### src/rtl/video_timing_monitor.sv
// Measures video timing (line/frame totals, active sizes, sync polarity) from
// ce_pix-qualified sync/blank inputs and reports lock once STABLE_FRAMES frames agree.
module video_timing_monitor #(
  parameter int unsigned STABLE_FRAMES = 2,
  parameter int unsigned CW            = 12
) (
  input  logic          clk_sys,
  input  logic          reset,
  input  logic          ce_pix,
  input  logic          hs,
  input  logic          vs,
  input  logic          hblank,
  input  logic          vblank,
  output logic [CW-1:0] h_total,
  output logic [CW-1:0] h_active,
  output logic [CW-1:0] v_total,
  output logic [CW-1:0] v_active,
  output logic          hs_pol,
  output logic          vs_pol,
  output logic          locked,
  output logic          frame_pulse,
  output logic          mode_change
);

  typedef enum logic [1:0] {IDLE, MEASURE, CHECK, LOCKED} state_t;

  localparam logic [CW-1:0] CNT_MAX  = '1;
  localparam logic [CW-1:0] CNT_ONE  = CW'(1);
  localparam logic [3:0]    STABLE_N = 4'(STABLE_FRAMES);

  state_t        state, state_next;

  logic          hblank_q, vblank_q;
  logic          line_start, frame_start;

  logic [CW-1:0] pix_cnt, act_cnt, line_cnt, vact_cnt;
  logic [CW-1:0] ref_h, ref_a;
  logic          have_ref, incons, line_open;
  logic          fhs_pol, fvs_pol;

  logic [CW-1:0] st_h, st_a, st_v, st_va;
  logic          st_hp, st_vp;
  logic [3:0]    match_cnt, match_next, match_inc;

  logic          pix_sat, line_done, line_mism, frame_bad, cand_same;
  logic          store_set, mc_next;

  function automatic logic [CW-1:0] sat_inc(input logic [CW-1:0] v);
    return (v == CNT_MAX) ? v : v + CNT_ONE;
  endfunction

  assign line_start  = ce_pix & hblank_q & ~hblank;
  assign frame_start = ce_pix & vblank_q & ~vblank;

  // The line closing on a frame-start cycle still belongs to the frame that is ending,
  // so its mismatch is folded into frame_bad before the per-frame state is cleared.
  assign pix_sat   = (pix_cnt == CNT_MAX);
  assign line_done = line_start & line_open;
  assign line_mism = line_done & have_ref & ((pix_cnt != ref_h) | (act_cnt != ref_a));
  assign frame_bad = incons | line_mism;
  assign cand_same = (pix_cnt == st_h) & (act_cnt == st_a) & (line_cnt == st_v) &
                     (vact_cnt == st_va) & (fhs_pol == st_hp) & (fvs_pol == st_vp);
  assign match_inc = match_cnt + 4'd1;

  always_ff @(posedge clk_sys or posedge reset) begin
    if (reset) begin
      hblank_q  <= 1'b0;
      vblank_q  <= 1'b0;
      pix_cnt   <= '0;
      act_cnt   <= '0;
      line_cnt  <= '0;
      vact_cnt  <= '0;
      ref_h     <= '0;
      ref_a     <= '0;
      have_ref  <= 1'b0;
      incons    <= 1'b0;
      line_open <= 1'b0;
      fhs_pol   <= 1'b0;
      fvs_pol   <= 1'b0;
    end else begin
      if (ce_pix) begin
        hblank_q <= hblank;
        vblank_q <= vblank;
      end

      if (line_start) begin
        pix_cnt <= CNT_ONE;
        act_cnt <= CNT_ONE;
      end else if (ce_pix) begin
        pix_cnt <= sat_inc(pix_cnt);
        if (!hblank) act_cnt <= sat_inc(act_cnt);
      end

      if (line_start)   line_open <= 1'b1;
      else if (pix_sat) line_open <= 1'b0;

      if (frame_start) begin
        line_cnt <= line_start ? CNT_ONE : '0;
        vact_cnt <= line_start ? CNT_ONE : '0;
      end else if (line_start) begin
        line_cnt <= sat_inc(line_cnt);
        if (!vblank) vact_cnt <= sat_inc(vact_cnt);
      end

      if (frame_start) begin
        have_ref <= 1'b0;
        incons   <= 1'b0;
        fhs_pol  <= ~hs;
        fvs_pol  <= ~vs;
      end else if (line_done) begin
        if (!have_ref) begin
          ref_h    <= pix_cnt;
          ref_a    <= act_cnt;
          have_ref <= 1'b1;
        end
        incons <= frame_bad;
      end
    end
  end

  always_comb begin
    state_next = state;
    match_next = match_cnt;
    store_set  = 1'b0;
    mc_next    = 1'b0;
    if (state != IDLE && pix_sat) begin
      state_next = IDLE;
      match_next = '0;
      mc_next    = (state == LOCKED);
    end else if (frame_start) begin
      unique case (state)
        IDLE: begin
          state_next = MEASURE;
          match_next = '0;
        end
        MEASURE: begin
          if (!frame_bad) begin
            store_set  = 1'b1;
            match_next = 4'd1;
            state_next = (STABLE_N <= 4'd1) ? LOCKED : CHECK;
          end
        end
        CHECK: begin
          if (!frame_bad && cand_same) begin
            match_next = match_inc;
            if (match_inc >= STABLE_N) state_next = LOCKED;
          end else begin
            store_set  = 1'b1;
            match_next = 4'd1;
          end
        end
        LOCKED: begin
          if (frame_bad || !cand_same) begin
            state_next = MEASURE;
            match_next = '0;
            mc_next    = 1'b1;
          end
        end
        default: state_next = IDLE;
      endcase
    end
  end

  always_ff @(posedge clk_sys or posedge reset) begin
    if (reset) begin
      state       <= IDLE;
      match_cnt   <= '0;
      st_h        <= '0;
      st_a        <= '0;
      st_v        <= '0;
      st_va       <= '0;
      st_hp       <= 1'b0;
      st_vp       <= 1'b0;
      h_total     <= '0;
      h_active    <= '0;
      v_total     <= '0;
      v_active    <= '0;
      hs_pol      <= 1'b0;
      vs_pol      <= 1'b0;
      locked      <= 1'b0;
      frame_pulse <= 1'b0;
      mode_change <= 1'b0;
    end else begin
      state       <= state_next;
      match_cnt   <= match_next;
      locked      <= (state_next == LOCKED);
      frame_pulse <= frame_start;
      mode_change <= mc_next;
      if (store_set) begin
        st_h  <= pix_cnt;
        st_a  <= act_cnt;
        st_v  <= line_cnt;
        st_va <= vact_cnt;
        st_hp <= fhs_pol;
        st_vp <= fvs_pol;
      end
      // Entry to LOCKED implies the candidate equals the stored set (or is being stored now).
      if (state_next == LOCKED && state != LOCKED) begin
        h_total  <= pix_cnt;
        h_active <= act_cnt;
        v_total  <= line_cnt;
        v_active <= vact_cnt;
        hs_pol   <= fhs_pol;
        vs_pol   <= fvs_pol;
      end
    end
  end

endmodule

### config.mk
export PLATFORM = sky130hd
export DESIGN_NAME = video_timing_monitor
export DESIGN_NICKNAME = d
export VERILOG_FILES = /design/src/rtl/video_timing_monitor.sv
export SDC_FILE = /design/constraint.sdc
export NUM_CORES = 1
export LEC_CHECK = 0
export ABC_CLOCK_PERIOD_IN_PS = 7300
export BUFFER_PORTS_ARGS = -buffer_cell sky130_fd_sc_hd__clkbuf_2
export CAP_MARGIN = 15
export CORE_AREA = 2 2 178 180
export DETAILED_ROUTE_END_ITERATION = 8
export DIE_AREA = 0 0 180 182
export PLACE_DENSITY_LB_ADDON = 0.12
export SKIP_LAST_GASP = 1
export SLEW_MARGIN = 10
export SYNTH_ARGS = -nofsm -noshare
export SYNTH_HDL_FRONTEND = slang
export SYNTH_SLANG_ARGS = --single-unit
### constraint.sdc
create_clock -name clk_sys -period 7.3 [get_ports clk_sys]
set_input_delay 1.46 -clock clk_sys [delete_from_list [all_inputs] [get_ports clk_sys]]
set_output_delay 1.46 -clock clk_sys [all_outputs]
set_load 0.005 [all_outputs]
==> summary.md, run 1 <==
| Metric | Value |
|---|---|
| Total CTS buffers | 17 |
| Synth Cell Area | 9160 um^2 |
| IO Pins | 60 |
| Grt total ovfl | 0 |
| CTS H-tree depth | 4 |
| Hold buffers post-CTS | 0 |
| Final setup viols | 0 |
| Final period util | 60.6% |
| Initial Util | 29.6% |
| Post-synth EDFFs | 0 |
| Worst-path clk slew | 0.08 ns |
| Worst Tran Pin Value | 1.09 ns |
| Synth Instances | 749 |
| Switching part of the total | 32.0% |
| Leading area contributor after synthesis | dfrtp_1 |
| Clock latency on the worst-skew pair | 0.43 ns |
| Peak VDD IR | 0.135 mV |
| Hold Startpoint | h_active[4] |
| Critical Path Fanout Max | 29 |
| Post CTS Setup Buffer Count | 0 |
| Gr usage total | 13.3% |
| Origin of the worst setup path | ce_pix |
| Antenna violations before repair | 1 |
| Worst path arrival time | 4.75 ns |
| Hold WC Path Type | flop to flop |
| Share of cells above drive strength 1 | 27.8% |
| Final Skew | 0.0151 ns |
| Fin. Hold Viols | 0 |
| Sequential-to-total area share from yosys stat | 51.4% |
| Via count | 5,644 |
| Most frequent cells in the layout | 188 x dfrtp_1, 78 x xnor2_1, 70 x mux2_2 |
| Mapped Nets | 768 |
| Most common cell after layout, fill and taps aside | dfrtp_1 |
| Synth Flop Type | dfrtp_1 |
| Antenna Violating Nets Remaining | 0 |
| Die area | 32,800 um^2 |
| Top cell type's share of synthesized area | 51.4% |
| Startpoint class of the critical path | input port |
| Register share of total power | 46.3% |
| 1st-iter DRT viols | 249 |
| Reg-to-reg slack, setup | 3.10 ns |
| PwrDens | 288 nW/um^2 |
| Min cycle time layout | 4.43 ns |
| Logic pwr share | 22.0% |
| Routed vias/inst | 4.73 |
| Chip Height | 182 um |
| Async set-or-reset flop fraction in the synthesized netlist | 100% |
| Largest net degree at the start of global routing | 123 |
| Avg WL per Cell | 17.3 um |
| Placer Congestion | 0.835 |
| RR Startpoint | pix_cnt[7] |
| Area delta synth->final | 12.3% |
| Syn avg cell area | 12.2 um^2 |
| Dominant cells by area after synthesis | dfrtp_1 51%, mux2_2 8.6%, xnor2_1 7.5% |
| Layout Nets | 797 |
| First-pass GRT wire length | 34,200 um |
| Max-Cap Viols | 0 |
| Lkg Pwr | 4.73 nW |
| Slew headroom | 27.3% |
| RSZ-0062 raised after global routing | no |
| Initial DRT Pass Iterations | 6 |
| CTS Root Cell | clkbuf_16 |
| Fin Setup TNS | 0 ns |
| Psw | 0.949 mW |
| CTS Buffer Depth | 2 |
| Drt total wl | 20,600 um |
| CTS sink count | 188 |
| Rows | 65 |
| Vias in the first global route | 5,978 |
| Slew Viols, Final | 0 |
| Status | completed |
| Final HPWL from detailed placement | 14,200 um |
| Die W | 180 um |
| Worst Setup End Kind | flop |
| Unique cell type count in the Yosys netlist | 50 |
| Peak Freq | 0.226 GHz |
| Int Power | 2.01 mW |
| Core Footprint | 31,000 um^2 |
| Clock share of power | 31.7% |
| Critical path class | input port to flop |
| DRC viols | 0 |
| CTS tree | built |
| CP Data Required Time | 7.62 ns |
| Synth Warn # | 0 |
| # port buffers | 59 |
| Register bit total from synthesis | 188 |
| Final core occ | 33.2% |
| CTS resizes | 0 |
-- flip-flops by register name, summed over array words and instances (netlist names), 2 cells and up --
signal and flops:
state 2, match_cnt 4, pix_cnt 12, st_h 12, act_cnt 12, v_active 12, st_v 12, h_total 12
st_va 12, ref_h 12, ref_a 12, v_total 12, vact_cnt 12, line_cnt 12, st_a 12, h_active 12
-- cell type report --
type / count / area [um^2]
fillers: 3080 / 20700
well taps: 402 / 503
clock inverters: 15 / 173
inverters: 15 / 63.8
flip-flops and latches: 188 / 4700
clock buffers: 17 / 425
repair buffers: 65 / 340
multi-input cells: 491 / 4070
diodes: 1 / 2.50
-- worst max-delay path, stage by stage --
cell	delay, ns
clkbuf_2	0.22
nand3b_1	0.46
o21ai_0	0.41
and4_4	0.27
nand3_2	0.10
a31oi_4	0.85
buf_4	0.57
mux2_2	0.39
-- layer usage --
metal	share of wire [%]	vias up	GRT usage (%)
met3	3.0	21	2.77
li1	-	2646	-
met4	1.7	0	4.98
met1	46	2872	17.3
met2	49	105	22.0
met5	0	-	0
-- logic make-up after synthesis --
| group | synth area share [%] |
|---|---|
| multiplexers | 17.5 |
| adder cells (fa/ha/maj) | 1.64 |
| XOR/XNOR | 10.9 |
| buffers and inverters | 4.24 |
| flip-flops | 51.4 |
| AND/OR/NAND/NOR | 11.1 |
| AO/OA/AOI/OAI | 3.27 |
-- final timing paths --
| kind | endpoint | cells past startpoint |
|---|---|---|
| setup / recovery | v_total[7] | 8 |
| hold / removal | h_active[4] | 1 |
| setup reg to reg | v_total[7] | 8 |
| hold reg to reg | h_active[4] | 1 |
| max in group asynchronous | pix_cnt[7] | 3 |
| min in group asynchronous | st_v[3] | 2 |
-- cells in the mapped netlist, types with 2 or more instances --
cell type / instances
a211oi_1: 3
a21o_1: 2
a21oi_1: 11
a31oi_1: 2
and3_1: 10
and4_1: 4
buf_2: 16
buf_4: 6
buf_6: 11
clkbuf_1: 21
dfrtp_1: 188
ha_1: 12
inv_1: 15
mux2_1: 15
mux2_2: 70
mux2_4: 43
nand2_1: 32
nand2b_1: 2
nand3_1: 20
nand3b_1: 5
nand4_1: 29
nor2_1: 50
nor3_1: 16
nor3b_1: 3
nor4_1: 8
o21ai_0: 15
o31ai_1: 2
o41a_1: 2
or3_1: 2
or4_1: 2
xnor2_1: 78
xor2_1: 36
-- metrics by stage --
| stage | setup slack (ns) | power, mW | cell area, um^2 | hold slack (ns) | instances |
|---|---|---|---|---|---|
| finish | 2.87 | 2.96 | 10300 | 0.493 | 1194 |
| global route | 2.63 | 3.15 | 10300 | 0.517 | 1194 |
| CTS | 2.87 | 3.02 | 10300 | 0.498 | 1193 |
| detailed placement | 2.39 | 2.06 | 9680 | 0.482 | 1161 |
| global placement | 2.48 | 2.04 | 9680 | 0.474 | 1161 |
| floorplan | 0.726 | 1.85 | 9160 | 0.478 | 749 |
-- power groups by stage --
stage,Clock [mW],Sequential (mW),Combinational (mW)
final,0.939,1.37,0.653
after global routing,1.02,1.40,0.728
after CTS,0.978,1.38,0.666
after detailed placement,0,1.40,0.662
after global placement,0,1.39,0.649
after floorplan,0,1.30,0.544
Note: power is estimated with default switching activity, not from simulation.
==> run 2: changes to the inputs <==
--- a/config.mk
+++ b/config.mk
@@ -5,12 +5,13 @@
 export SDC_FILE = /design/constraint.sdc
 export NUM_CORES = 1
 export LEC_CHECK = 0
-export ABC_CLOCK_PERIOD_IN_PS = 7300
+export ABC_AREA = 1
+export ABC_CLOCK_PERIOD_IN_PS = 3600
 export BUFFER_PORTS_ARGS = -buffer_cell sky130_fd_sc_hd__clkbuf_2
 export CAP_MARGIN = 15
-export CORE_AREA = 2 2 178 180
+export CORE_AREA = 2 2 180 182
 export DETAILED_ROUTE_END_ITERATION = 8
-export DIE_AREA = 0 0 180 182
+export DIE_AREA = 0 0 182 184
 export PLACE_DENSITY_LB_ADDON = 0.12
 export SKIP_LAST_GASP = 1
 export SLEW_MARGIN = 10
==> constraint.sdc (replaced) <==
create_clock -name clk_sys -period 3.6 [get_ports clk_sys]
set_input_delay 0.72 -clock clk_sys [delete_from_list [all_inputs] [get_ports clk_sys]]
set_output_delay 0.72 -clock clk_sys [all_outputs]
set_load 0.005 [all_outputs]
==> summary.md, run 2 <==
| Metric | Value |
|---|---|
| Rows | 65 (unchanged) |
| Layout Nets | 1,222 (+53%) |
| Most common cell after layout, fill and taps aside | nand2_1 |
| Largest family of logic cells by synthesized area | simple AND/OR/NAND/NOR gates |
| Peak VDD IR | 0.333 mV (+150%) |
| Worst Tran Pin Value | 0.562 ns (-0.529 ns) |
| CTS Buffer Depth | 2 (unchanged) |
| Synth Cell Area | 9300 um^2 (+1.6%) |
| CTS H-tree depth | 4 (unchanged) |
| Clock latency on the worst-skew pair | 0.44 ns (about the same) |
| Synth Flop Type | dfrtp_1 |
| Most numerous cell in the Yosys netlist | nand2_1 |
| Synth Warn # | 0 (unchanged) |
| Top cell type's share of synthesized area | 50.6% (-0.81 points) |
| Slew headroom | 62.5% (+35 points) |
| CTS sink count | 188 (unchanged) |
| Mapped Nets | 1,174 (+53%) |
| XOR/XNOR Fraction of Synth Area | 2.82% (-8.1 points) |
| Area delta synth->final | 13.9% |
| Final core occ | 33.8% (+0.57 points) |
| Reg2Reg Depth | 16 (+8) |
| Critical Path Fanout Max | 37 (+28%) |
| Worst-path clk slew | 0.08 ns (about the same) |
| Total CTS buffers | 17 (unchanged) |
| RR Startpoint | act_cnt[7] |
| Async set-or-reset flop fraction in the synthesized netlist | 100% (unchanged) |
| Worst path arrival time | 3.21 ns (-1.54 ns) |
| Antenna violations before repair | 0 (-1) |
| Min cycle time layout | 2.89 ns |
| IO Pins | 60 (unchanged) |
| Worst flop-to-flop path endpoint | vs_pol |
| Most frequent cells in the layout | 368 x nand2_1, 188 x dfrtp_1, 95 x inv_1 |
| CTS resizes | 0 (unchanged) |
| Avg WL per Cell | 15.4 um (-11%) |
| Synth Area in Simple Gates | 26.6% (+16 points) |
| Initial DRT Pass Iterations | 5 (-1) |
| Fin. Hold Viols | 0 (unchanged) |
| Placed Instance Area | 10,000 um^2 (+3.4%) |
| Origin of the worst setup path | act_cnt[7] |
| CTS tree | built |
| Reg-to-reg slack, setup | 0.71 ns (-2.39 ns) |
| First-pass GRT wire length | 41,000 um (+20%) |
| Drt total wl | 25,000 um (+21%) |
| Fin Setup TNS | 0 ns (unchanged) |
| Synth Instances | 1,155 (+54%) |
| Hold buffers post-CTS | 0 (unchanged) |
| DRC viols | 0 (unchanged) |
| Register bit total from synthesis | 188 (unchanged) |
| CTS Root Cell | clkbuf_16 |
| Lkg Pwr | 5.10 nW (+7.8%) |
| Synth Area in Compound Gates | 10.1% (+6.9 points) |
| Status | completed |
| Slew Viols, Final | 0 (unchanged) |
| Antenna diodes | 0 (-1) |
| Dominant cells by area after synthesis | dfrtp_1 51%, nand2_1 15%, nand4_1 4.0% |
| Total chip power | 6.69 mW (+130%) |
| Filler cell count | 3,312 (+7.5%) |
| Peak Freq | 0.346 GHz |
| Antenna Violating Nets Remaining | 0 (unchanged) |
| Hold WC Path Type | input port to async pin |
| Hold WS | 0.182 ns (-0.311 ns) |
| Register Area | 4700 um^2 (unchanged) |
| Routed vias/inst | 4.55 (-3.8%) |
| Max-Cap Viols | 0 (unchanged) |
| Placer Congestion | 0.805 (-3.6%) |
| Post CTS Setup Buffer Count | 0 (unchanged) |
| Unique cell type count in the Yosys netlist | 38 (-24%) |
| Share of cells above drive strength 1 | 13.4% (-14 points) |
| Commonest cells in the netlist | 368 x nand2_1, 188 x dfrtp_1, 96 x inv_1, 74 x nor2_1, 68 x o21ai_0 |
| Die area | 33,500 um^2 (+2.2%) |
| Die W | 182 um (+1.1%) |
| Mux cell area share after synthesis | 0% (-18 points) |
| # port buffers | 59 (unchanged) |
| Final Skew | 0.0185 ns (+0.00346 ns) |
| Initial Util | 29.6% (+0.083 points) |
| Design Area, Final | 10,600 um^2 (+3.1%) |
| Area of the multi-input gates | 3840 um^2 (-5.6%) |
| Final setup viols | 0 (unchanged) |
| Syn avg cell area | 8.06 um^2 (-34%) |
| PwrDens | 631 nW/um^2 (+120%) |
| RSZ-0062 raised after global routing | no |
| Final HPWL from detailed placement | 17,800 um (+26%) |
| Gr usage total | 15.7% (+2.4 points) |
| Worst Setup End Kind | flop |
| Grt total ovfl | 0 (unchanged) |
| CP Data Required Time | 3.92 ns (-3.70 ns) |
| Startpoint class of the critical path | flop |
| Sequential-to-total area share from yosys stat | 50.6% (-0.81 points) |
| Leading area contributor after synthesis | dfrtp_1 |
| Adder-cell share of the synthesized area | 1.61% (-0.026 points) |
| Largest net degree at the start of global routing | 80 (-35%) |
| Core Footprint | 31,400 um^2 (+1.3%) |
| 1st-iter DRT viols | 570 (+130%) |
| Chip Height | 184 um (+1.1%) |
| Critical path class | flop to flop |
| Final period util | 80.3% |
| Via count | 7,354 (+30%) |
| Vias in the first global route | 7,193 (+20%) |
| Post-synth EDFFs | 0 (unchanged) |
[run 2: cell types whose count changed in the layout (fill, tap and decap cells not counted), moves of 43 or more]
cell / previous run / this run
inv_1: 14 / 95
mux2_2: 70 / 0
mux2_4: 43 / 0
nand2_1: 32 / 368
o21ai_0: 15 / 68
o21ai_1: 0 / 56
xnor2_1: 78 / 19
[run 2: how the worst max path moves through the flow]
stage,end,slack [ns],cells past startpoint
floorplan,act_cnt[0],0.46,1
global route,v_active[5],0.37,18
finish,vs_pol,0.71,16
CTS,vs_pol,0.62,15
global placement,vact_cnt[11],0.55,15
detailed placement,v_active[11],0.53,16
[run 2: kinds of logic after synthesis]
| family | Yosys count |
|---|---|
| simple gates | 572 |
| flops | 188 |
| buf+inv | 177 |
| compound gates | 176 |
| xor+xnor | 30 |
| fa+ha+maj | 12 |
[run 2: through the flow]
stage | worst slack, ns | instances
final | 0.708 | 1618
after global routing | 0.366 | 1618
after CTS | 0.624 | 1618
after detailed placement | 0.530 | 1586
after global placement | 0.551 | 1586
after floorplan | 0.460 | 1155
[run 2: area by class of cell]
type                            instances  area share, %
Sequential cell                       188           44.4
Multi-Input combinational cell        790           36.2
Tap cell                              402           4.75
Inverter                              130           4.64
Timing Repair Buffer                   76           4.46
Clock buffer                           18           4.14
Clock inverter                         14           1.37
[run 2: layer usage]
metal,track usage [%],wire [um],up-vias
met1,22.0,12600,3452
met5,0,0,-
li1,-,-,3822
met3,2.56,478,15
met2,25.3,11700,65
met4,4.06,279,0
[run 2: power breakdown]
group	internal, mW	switching (mW)
registers	2.48	0.309
clock network	1.00	0.920
logic	0.672	1.30
total	4.16	2.53
[run 2: worst max-delay path, cell delays in order (launching register included)]
cell,delay [ns]
dfrtp_1,0.50
inv_2,0.16
nand2_1,0.08
nand2_1,0.05
nor2_1,0.19
nand2_1,0.08
nor2_1,0.20
nand3_2,0.17
a21oi_4,0.23
nand4_1,0.11
nand3_1,0.12
nand2_2,0.08
nand2_1,0.11
nand4_4,0.25
buf_12,0.27
nand2_1,0.09
nand2_1,0.05
==> run 3: changes to the inputs <==
--- a/config.mk
+++ b/config.mk
@@ -6,7 +6,7 @@
 export NUM_CORES = 1
 export LEC_CHECK = 0
 export ABC_AREA = 1
-export ABC_CLOCK_PERIOD_IN_PS = 3600
+export ABC_CLOCK_PERIOD_IN_PS = 2600
 export BUFFER_PORTS_ARGS = -buffer_cell sky130_fd_sc_hd__clkbuf_2
 export CAP_MARGIN = 15
 export CORE_AREA = 2 2 180 182
==> constraint.sdc (replaced) <==
create_clock -name clk_sys -period 2.6 [get_ports clk_sys]
set_input_delay 0.52 -clock clk_sys [delete_from_list [all_inputs] [get_ports clk_sys]]
set_output_delay 0.52 -clock clk_sys [all_outputs]
set_load 0.005 [all_outputs]
==> summary.md, run 3 (synthesis gave the netlist of run 2 again) <==
| Metric | Value |
|---|---|
| Die area | 33,500 um^2 (unchanged) |
| CTS Root Cell | clkbuf_16 |
| Final HPWL from detailed placement | 19,200 um (+7.4%) |
| Worst path arrival time | 2.91 ns (-0.30 ns) |
| Layout Nets | 1,300 (+6.4%) |
| Worst Tran Pin Value | 0.505 ns (-0.0571 ns) |
| 1st-iter DRT viols | 525 (-7.9%) |
| Fin. Hold Viols | 0 (unchanged) |
| Vias in the first global route | 7,527 (+4.6%) |
| Antenna violations before repair | 0 (unchanged) |
| RSZ-0062 raised after global routing | yes |
| Antenna diodes | 0 (unchanged) |
| Grt total ovfl | 0 (unchanged) |
| Final Skew | 0.0139 ns (-0.00462 ns) |
| Most used cell, CP | nand2_1 |
| Drt total wl | 27,100 um (+8.6%) |
| CTS tree | built |
| Worst Hold Endpoint | fhs_pol |
| Share of cells above drive strength 1 | 20.6% (+7.2 points) |
| Core Footprint | 31,400 um^2 (unchanged) |
| Most common cell after layout, fill and taps aside | nand2_1 |
| Total CTS buffers | 17 (unchanged) |
| Hold WS | 0.276 ns (+0.0933 ns) |
| Avg WL per Cell | 16.0 um (+3.7%) |
| Worst flop-to-flop path endpoint | h_active[7] |
| Slowest CP cell | dfrtp_2 |
| Chip Height | 184 um (unchanged) |
| Hold Startpoint | hs |
| Initial DRT Pass Iterations | 5 (unchanged) |
| Status | completed |
| Slew headroom | 66.3% (+3.8 points) |
| Reg-to-reg slack, setup | 0.07 ns (-0.64 ns) |
| Total chip power | 9.90 mW (+48%) |
| Die W | 182 um (unchanged) |
| Peak VDD IR | 0.509 mV (+53%) |
| DRC viols | 0 (unchanged) |
| First-pass GRT wire length | 42,700 um (+4.2%) |
| Placer Congestion | 0.790 (-1.9%) |
| Min cycle time layout | 2.53 ns (-0.364 ns) |
| Lkg Pwr | 5.53 nW (+8.5%) |
| Hold path depth | 2 |
| Largest net degree at the start of global routing | 87 (+8.8%) |
| # port buffers | 59 (unchanged) |
| CTS Buffer Depth | 2 (unchanged) |
| Rows | 65 (unchanged) |
| Startpoint class of the critical path | flop |
| RR Startpoint | pix_cnt[0] |
| CTS sink count | 188 (unchanged) |
| Via count | 7,813 (+6.2%) |
| Slew Viols, Final | 0 (unchanged) |
| Max-Cap Viols | 0 (unchanged) |
| IO Pins | 60 (unchanged) |
| Final period util | 97.3% (+17 points) |
| Worst-path clk slew | 0.07 ns (about the same) |
| CP Data Required Time | 2.98 ns (-0.94 ns) |
| Critical Path Fanout Max | 5 (-86%) |
| Area delta synth->final | 22.8% |
| Critical path class | flop to flop |
| CTS H-tree depth | 4 (unchanged) |
| CP max stage delay | 0.45 ns (-0.05 ns) |
| Worst Setup End Kind | flop |
| Hold WC Path Type | input port to flop |
| CP cell instances | buf_6 -> nand2_1 -> nand2_1 -> nor2_2 -> nand2_1 -> nor2_1 -> nand3_2 -> a21oi_4 -> nand4_1 -> nand3_2 -> nand2_2 -> a21oi_4 -> buf_12 -> buf_12 -> nand4_1 -> nand2_1 |
| PwrDens | 867 nW/um^2 (+37%) |
| Gr usage total | 16.5% (+0.75 points) |
| Clock latency on the worst-skew pair | 0.44 ns (about the same) |
| Routed vias/inst | 4.61 (+1.4%) |
| Most frequent cells in the layout | 365 x nand2_1, 172 x dfrtp_1, 95 x inv_1 |
| Antenna Violating Nets Remaining | 0 (unchanged) |
| Initial Util | 29.6% (unchanged) |
| Final setup viols | 0 (unchanged) |
| Peak Freq | 0.395 GHz (+14%) |
| Reg2Reg Depth | 16 (unchanged) |
==> run 3: final cells by class <==
cell class                 instances  area [um^2]
sequential                       188         4720
inverter                         130          492
timing repair buffer             154         1230
clock buffer                      19          443
tap                              402          503
clock inverter                    12          140
multi-input combinational        790         3890
fill                            3289        20000
==> run 3: report_power, final <==
part	internal [mW]	switching (mW)
Combinational	1.32	2.07
Clock	1.45	1.22
Sequential	3.44	0.400
==> run 3: worst max-delay path by stage <==
stage,endpoint,from
2_1_floorplan,act_cnt[0],reset
3_3_place_gp,vact_cnt[11],ce_pix
3_5_place_dp,vact_cnt[11],ce_pix
4_1_cts,locked,act_cnt[8]
5_1_grt,h_active[7],pix_cnt[2]
6_report,h_active[7],pix_cnt[0]
==> run 3: what timing repair did <==
action                                  4_1_cts  5_1_grt
endpoints found under the hold margin         1        0
gates resized for setup                       0       37
endpoints found under the setup margin        0       96
hold buffers                                  1        0
setup buffers                                 0       11
==> run 3: worst max-delay path, delay by kind of cell (launching register included) <==
kind | cells | cell delay [ns]
simple gates | 11 | 1.16
flops | 1 | 0.45
compound gates | 2 | 0.43
buf+inv | 3 | 0.42
==> run 3: routing by layer <==
| metal | part of all wire (%) | vias up | GRT usage (%) | wire length, um |
|---|---|---|---|---|
| met5 | 0 | - | 0 | 0 |
| met4 | 1.3 | 0 | 4.13 | 346 |
| met3 | 2.7 | 23 | 2.69 | 733 |
| met2 | 48 | 109 | 27.5 | 12900 |
| met1 | 48 | 3701 | 22.3 | 13100 |
| li1 | - | 3980 | - | - |
==> run 3: stage by stage <==
| step | cells | area [um^2] | TNS (ns) | setup slack, ns | utilization (%) |
|---|---|---|---|---|---|
| after floorplan | 1155 | 9310 | -64.01 | -0.340 | - |
| after global placement | 1648 | 10600 | -0.0159 | -0.0159 | 33.6 |
| after detailed placement | 1648 | 10600 | -0.0457 | -0.0457 | 33.6 |
| after CTS | 1680 | 11100 | 0 | 0.0121 | 35.5 |
| after global routing | 1695 | 11400 | -0.283 | -0.0454 | 36.4 |
| final | 1695 | 11400 | 0 | 0.0713 | 36.4 |
